File: config.mk
export PLATFORM = sky130hd
export DESIGN_NAME = flash_spi_arbiter
export DESIGN_NICKNAME = d
export VERILOG_FILES = /design/src/rtl/flash_spi_arbiter_pkg.sv /design/src/rtl/flash_spi_mux.sv /design/src/rtl/flash_spi_arbiter.sv
export SDC_FILE = /design/constraint.sdc
export NUM_CORES = 1
export LEC_CHECK = 0
export ABC_AREA = 1
export BUFFER_PORTS_ARGS = -buffer_cell sky130_fd_sc_hd__clkbuf_2
export CORE_MARGIN = 1
export CORE_UTILIZATION = 40
export DETAILED_ROUTE_END_ITERATION = 6
export GPL_TIMING_DRIVEN = 0
export SYNTH_ARGS = -nofsm -noshare
export SYNTH_HDL_FRONTEND = slang
export SYNTH_SLANG_ARGS = --single-unit
export TNS_END_PERCENT = 10
File: constraint.sdc
create_clock -name MCLK -period 3.4 [get_ports MCLK]
set_input_delay 0.68 -clock MCLK [delete_from_list [all_inputs] [get_ports MCLK]]
set_output_delay 0.68 -clock MCLK [all_outputs]
set_load 0.02 [all_outputs]
File: src/rtl/flash_spi_arbiter_pkg.sv
// Shared encodings for the flash SPI arbiter. The top-level LED/status logic also uses them.
//   STATE_*  : 2-bit arbiter state codes (IDLE/EMU/USB/GAP)
//   OWNER_*  : 2-bit bus owner codes (NONE/EMU/USB)
package flash_spi_arbiter_pkg;

   localparam logic [1:0] STATE_IDLE = 2'd0;
   localparam logic [1:0] STATE_EMU  = 2'd1;
   localparam logic [1:0] STATE_USB  = 2'd2;
   localparam logic [1:0] STATE_GAP  = 2'd3;

   localparam logic [1:0] OWNER_NONE = 2'd0;
   localparam logic [1:0] OWNER_EMU  = 2'd1;
   localparam logic [1:0] OWNER_USB  = 2'd2;

   typedef enum logic [1:0] {
      StIdle = STATE_IDLE,
      StEmu  = STATE_EMU,
      StUsb  = STATE_USB,
      StGap  = STATE_GAP
   } arb_state_e;

   typedef enum logic [1:0] {
      OwnNone = OWNER_NONE,
      OwnEmu  = OWNER_EMU,
      OwnUsb  = OWNER_USB
   } owner_e;

endpackage

File: src/rtl/flash_spi_mux.sv
// Combinational pin mux from the registered bus owner to the flash pins.
// Ports:
//   owner                    : current bus owner (none/emu/usb)
//   emu_cs, emu_mosi, emu_clk: emulator SPI signals (cs active low)
//   usb_cs, usb_mosi, usb_clk: USB/MPSSE SPI signals (cs active low)
//   rom_cs_n, rom_mosi, rom_clk: flash pins; idle bus when no owner
module flash_spi_mux
   import flash_spi_arbiter_pkg::*;
(
   input  owner_e owner,
   input  logic   emu_cs,
   input  logic   emu_mosi,
   input  logic   emu_clk,
   input  logic   usb_cs,
   input  logic   usb_mosi,
   input  logic   usb_clk,
   output logic   rom_cs_n,
   output logic   rom_mosi,
   output logic   rom_clk
);

   always_comb begin
      rom_cs_n = 1'b1;
      rom_mosi = 1'b0;
      rom_clk  = 1'b0;
      case (owner)
         OwnEmu: begin
            rom_cs_n = emu_cs;
            rom_mosi = emu_mosi;
            rom_clk  = emu_clk;
         end
         OwnUsb: begin
            rom_cs_n = usb_cs;
            rom_mosi = usb_mosi;
            rom_clk  = usb_clk;
         end
         default: ;
      endcase
   end

endmodule

File: src/rtl/flash_spi_arbiter.sv
// Arbiter sharing the W25Q32 SPI flash between the emulator page loader (fixed priority)
// and the USB/MPSSE image uploader. An owner keeps the bus until it drops its request with
// its chip-select already high; only a USB disable (nUSBEN=1) cuts a transfer short.
// Every release is followed by GAP_CYCLES of idle bus before the next grant.
// Ports:
//   MCLK, RST                       : clock, synchronous active-high reset
//   nUSBEN                          : 0 = USB may request; 1 = ignore/abort USB
//   nEMUREQ/nEMUGNT, EMUCS/MOSI/CLK : emulator request, grant and SPI signals
//   nUSBREQ/nUSBGNT, USBCS/MOSI/CLK : USB request, grant and SPI signals
//   EMUMISO, USBMISO                : ROMMISO fanned out to both requesters
//   nROMCS, ROMMOSI, ROMCLK, ROMMISO: flash pins
//   nEMUSTALL                       : sticky emulator starvation flag, active low
module flash_spi_arbiter
   import flash_spi_arbiter_pkg::*;
#(
   parameter int unsigned GAP_CYCLES = 4,
   parameter int unsigned WAIT_LIMIT = 4096,
   parameter int unsigned WAITW      = 13
) (
   input  logic MCLK,
   input  logic RST,
   input  logic nUSBEN,
   input  logic nEMUREQ,
   output logic nEMUGNT,
   input  logic EMUCS,
   input  logic EMUMOSI,
   input  logic EMUCLK,
   input  logic nUSBREQ,
   output logic nUSBGNT,
   input  logic USBCS,
   input  logic USBMOSI,
   input  logic USBCLK,
   output logic EMUMISO,
   output logic USBMISO,
   output logic nROMCS,
   output logic ROMMOSI,
   output logic ROMCLK,
   input  logic ROMMISO,
   output logic nEMUSTALL
);

   localparam int unsigned GAPW = (GAP_CYCLES > 1) ? $clog2(GAP_CYCLES) : 1;
   localparam logic [GAPW-1:0]  GapLast   = GAPW'(GAP_CYCLES - 1);
   localparam logic [WAITW-1:0] WaitLimit = WAITW'(WAIT_LIMIT);

   arb_state_e       state_q, state_d;
   owner_e           owner_q, owner_d;
   logic             emu_gnt_n_q, emu_gnt_n_d;
   logic             usb_gnt_n_q, usb_gnt_n_d;
   logic [GAPW-1:0]  gap_cnt_q, gap_cnt_d;
   logic [WAITW-1:0] wait_cnt_q, wait_cnt_d;
   logic             stall_n_q, stall_n_d;

   always_comb begin
      state_d     = state_q;
      owner_d     = owner_q;
      emu_gnt_n_d = emu_gnt_n_q;
      usb_gnt_n_d = usb_gnt_n_q;
      gap_cnt_d   = gap_cnt_q;
      wait_cnt_d  = wait_cnt_q;
      stall_n_d   = stall_n_q;

      // Emulator waiting on a bus it cannot get right now.
      if ((state_q == StUsb || state_q == StGap) && !nEMUREQ && wait_cnt_q != WaitLimit) begin
         wait_cnt_d = wait_cnt_q + WAITW'(1);
      end
      if (wait_cnt_d == WaitLimit) begin
         stall_n_d = 1'b0;
      end

      case (state_q)
         StIdle: begin
            if (!nEMUREQ) begin
               state_d     = StEmu;
               owner_d     = OwnEmu;
               emu_gnt_n_d = 1'b0;
               wait_cnt_d  = '0;
               stall_n_d   = 1'b1;
            end else if (!nUSBREQ && !nUSBEN) begin
               state_d     = StUsb;
               owner_d     = OwnUsb;
               usb_gnt_n_d = 1'b0;
            end
         end
         StEmu: begin
            if (nEMUREQ && EMUCS) begin
               state_d     = StGap;
               owner_d     = OwnNone;
               emu_gnt_n_d = 1'b1;
               gap_cnt_d   = '0;
            end
         end
         StUsb: begin
            // A USB disable aborts even with USBCS low.
            if (nUSBEN || (nUSBREQ && USBCS)) begin
               state_d     = StGap;
               owner_d     = OwnNone;
               usb_gnt_n_d = 1'b1;
               gap_cnt_d   = '0;
            end
         end
         StGap: begin
            if (gap_cnt_q == GapLast) begin
               state_d   = StIdle;
               gap_cnt_d = '0;
            end else begin
               gap_cnt_d = gap_cnt_q + GAPW'(1);
            end
         end
         default: begin
            state_d     = StIdle;
            owner_d     = OwnNone;
            emu_gnt_n_d = 1'b1;
            usb_gnt_n_d = 1'b1;
         end
      endcase
   end

   always_ff @(posedge MCLK) begin
      if (RST) begin
         state_q     <= StIdle;
         owner_q     <= OwnNone;
         emu_gnt_n_q <= 1'b1;
         usb_gnt_n_q <= 1'b1;
         gap_cnt_q   <= '0;
         wait_cnt_q  <= '0;
         stall_n_q   <= 1'b1;
      end else begin
         state_q     <= state_d;
         owner_q     <= owner_d;
         emu_gnt_n_q <= emu_gnt_n_d;
         usb_gnt_n_q <= usb_gnt_n_d;
         gap_cnt_q   <= gap_cnt_d;
         wait_cnt_q  <= wait_cnt_d;
         stall_n_q   <= stall_n_d;
      end
   end

   assign nEMUGNT   = emu_gnt_n_q;
   assign nUSBGNT   = usb_gnt_n_q;
   assign nEMUSTALL = stall_n_q;
   assign EMUMISO   = ROMMISO;
   assign USBMISO   = ROMMISO;

   flash_spi_mux u_mux (
      .owner    (owner_q),
      .emu_cs   (EMUCS),
      .emu_mosi (EMUMOSI),
      .emu_clk  (EMUCLK),
      .usb_cs   (USBCS),
      .usb_mosi (USBMOSI),
      .usb_clk  (USBCLK),
      .rom_cs_n (nROMCS),
      .rom_mosi (ROMMOSI),
      .rom_clk  (ROMCLK)
   );

endmodule

==> summary.md <==
| Metric | Value |
|---|---|
| Worst endpoint data arrival time | `1.42 ns` |
| Fraction of layout instances using a drive strength above 1 | `0.121` |
| Post-Syn Area | `1600 um^2` |
| Asr flop ratio synth | `0` |
| Number of clock sinks | `22` |
| Pin count of the biggest net entering global routing | `13` |
| Post-synth top area cell | `dfxtp_1` |
| Diode count | `0` |
| Worst path cell trace | `inv_1 > ha_1 > a221o_1 > clkbuf_2` |
| Synthesized flop and latch total | `22` |
| Setup WS pre-CTS | `1.22 ns` |
| Synthesis-to-finish area growth | `12.5%` |
| Hold Fails Final Rpt | `0` |
| Fin nets | `303` |
| Slowest Stage Delay on Critical Path | `0.34 ns` |
| Post-DP HPWL | `2.82 mm` |
| Core area | `3740 um^2` |
| Register area share after synthesis | `0.275` |
| Buf+Inv Stages, Crit Path | `2` |
| P_leak | `0.854 nW` |
| # fillers | `408` |
| Root Buffer | `clkbuf_8` |
| Least-Margin Pin Slew | `0.447 ns` |
| Tcrit/Tclk final | `0.617` |
| Final WL | `3.51 mm` |
| Antenna Nets Post-Route | `0` |
| GRT Total Usage | `0.185` |
| VDD IR max | `0.000323 V` |
| Top Family by Delay on Critical Path | `flip-flops` |
| Global placer's final weighted congestion | `0.819` |
| Min Hold Slack | `0.450 ns` |
| RSZ-0062 raised after global routing | `false` |
| Reg power frac | `0.344` |
| Mapped Cells | `259` |
| Post-DR wirelength/cell | `10.7 um` |
| Final setup viols | `0` |
| Worst-path fanout max | `3` |
| Fmax achieved | `477 MHz` |
| Status | `complete, no violations` |
| Dpl cell area | `1740 um^2` |
| Min setup slack post-route | `1.30 ns` |
| Die width | `65.2 um` |
| Die H | `65.2 um` |
| Synth warn | `0` |
| Total Power | `0.965 mW` |
| Pwr dens | `537 nW/um^2` |
| Top-Level Pins | `20` |
| Min Tclk post-route | `2.10 ns` |
| Hold Crit Class | `reg -> reg` |
| Worst clock skew | `0.00399 ns` |
| Routed vias/inst | `4.82` |
| Gate power share | `0.466` |
| Post-Place Cells | `324` |
| Clock-pin transition on the worst setup and hold timing paths | `0.08 ns` |
| Clock power frac | `0.190` |
| Via Count | `1581` |
| Crit path kind | `reg -> out` |
| Gr ovfl total | `0` |
| Std-Cell Rows | `22` |
| Share of the synthesized area in the top cell type | `0.275` |
| Port bufs | `17` |
| H-Tree Depth | `1` |
| Worst path slowest cell | `dfxtp_1` |
| Initial Utilization | `0.427` |
| Post_cts resized | `0` |
| Post-layout instance area | `1800 um^2` |
| Slew margin rel. | `0.702` |
| Setup crit start kind | `register` |
| Setup TNS | `0 ns` |
| Top FF cell, synth | `dfxtp_1` |
| CTS max path bufs | `2` |
| Syn Area/Cell | `6.17 um^2` |
| Clk_lat worst skew | `0.26 ns` |
| Post-CTS Setup Repair Bufs | `0` |
| Most frequent cell after synthesis | `nand2_1` |
| Core Util, Final | `0.481` |
| Number of max-cap violations | `0` |
| Switch Pwr | `0.405 mW` |
| Initial DRC count | `97` |
| Cell Int Power | `0.560 mW` |
| Largest cells by area after synthesis | `dfxtp_1, nand2_1, ha_1` |
| Vias in the first global route | `1471` |
| CP Capture Type | `primary output` |
| CTS buffer count | `3` |
| Slew Viols, Final | `0` |
| Initial antenna violation count | `0` |
| # DRC | `0` |
| Die ar. | `4250 um^2` |
| Sw frac | `0.420` |
| CTS tree | `yes` |
| Post-synth EDFFs | `0` |
| First-pass GRT wire length | `6.19 mm` |
| Hold buffers post-CTS | `0` |
| Total nets after synthesis | `281` |
| Drt pass-1 iters | `4` |
| CP required | `2.72 ns` |
| Fin cells | `328` |
| Synth cell types | `28` |
| Post-synth top cells | `nand2_1, inv_1, a21oi_1, dfxtp_1, nor2_1` |
==> final timing paths <==
kind,depth (start not counted),to,from,slack (ns)
setup / recovery,4,nROMCS,owner_q[0],1.30
hold reg to reg,2,nEMUSTALL,nEMUSTALL,0.45
setup reg to reg,12,nEMUSTALL,state_q[0],1.37
hold / removal,2,nEMUSTALL,nEMUSTALL,0.45
==> tightest hold or removal path, cell delays in order, from the launching register on <==
cell     delay (ns)
dfxtp_1        0.31
nand2_1        0.06
nand2_1        0.04
==> layout by cell type (no fill, tap or decap), drive strengths merged <==
cell type / Yosys / routed
nand2: 98 / 98
inv: 30 / 30
nor2: 25 / 25
clkbuf: 4 / 25
a21oi: 22 / 22
dfxtp: 22 / 22
nand3: 17 / 17
ha: 10 / 10
o21ai: 5 / 5
nand4: 4 / 4
buf: 4 / 4
nand3b: 3 / 3
xnor2: 3 / 3
a221oi: 2 / 2
nor3: 2 / 2
a211oi: 2 / 2
a221o: 1 / 1
xor2: 1 / 1
or2: 1 / 1
o211ai: 1 / 1
o311ai: 1 / 1
o211a: 1 / 1
==> state kept, by name (all words and copies together), names as in the netlist <==
signal,flops
gap_cnt_q,2
owner_q,2
wait_cnt_q,13
state_q,2
nEMUSTALL,1
nEMUGNT,1
nUSBGNT,1
==> power by group through the flow <==
stage | combinational (mW) | clock [mW] | sequential [mW]
2_1_floorplan | 0.329 | 0 | 0.348
3_3_place_gp | 0.453 | 0 | 0.338
3_5_place_dp | 0.452 | 0 | 0.338
4_1_cts | 0.454 | 0.192 | 0.333
5_1_grt | 0.506 | 0.205 | 0.341
6_report | 0.450 | 0.183 | 0.332
==> area by class of cell <==
cell class,instances,area (um^2),area share
multi-input combinational,199,1000,0.556
sequential,22,440,0.245
inverter,30,113,0.0626
timing repair buffer,17,85.1,0.0473
tap,48,60.1,0.0334
clock buffer,4,55.1,0.0306
buffer,8,46.3,0.0257
==> layer usage <==
layer  vias up  global-route usage  wire length (um)
met4         0              0.0652                45
li1        870                   -                 -
met5         -                   0                 0
met3         4              0.0208                67
met1       688               0.240              1780
met2        19               0.313              1610
==> logic make-up (layout without fill, tap and decap cells) <==
kind of cell,Yosys count,count (layout),share of synthesized area
AND/OR/NAND/NOR,150,150,0.397
XOR/XNOR,4,4,0.0219
adder cells (fa/ha/maj),10,10,0.0782
buffers and inverters,38,59,0.0994
AO/OA/AOI/OAI,35,35,0.128
flip-flops,22,22,0.275
No activity file was read; power rests on OpenSTA's default activity.
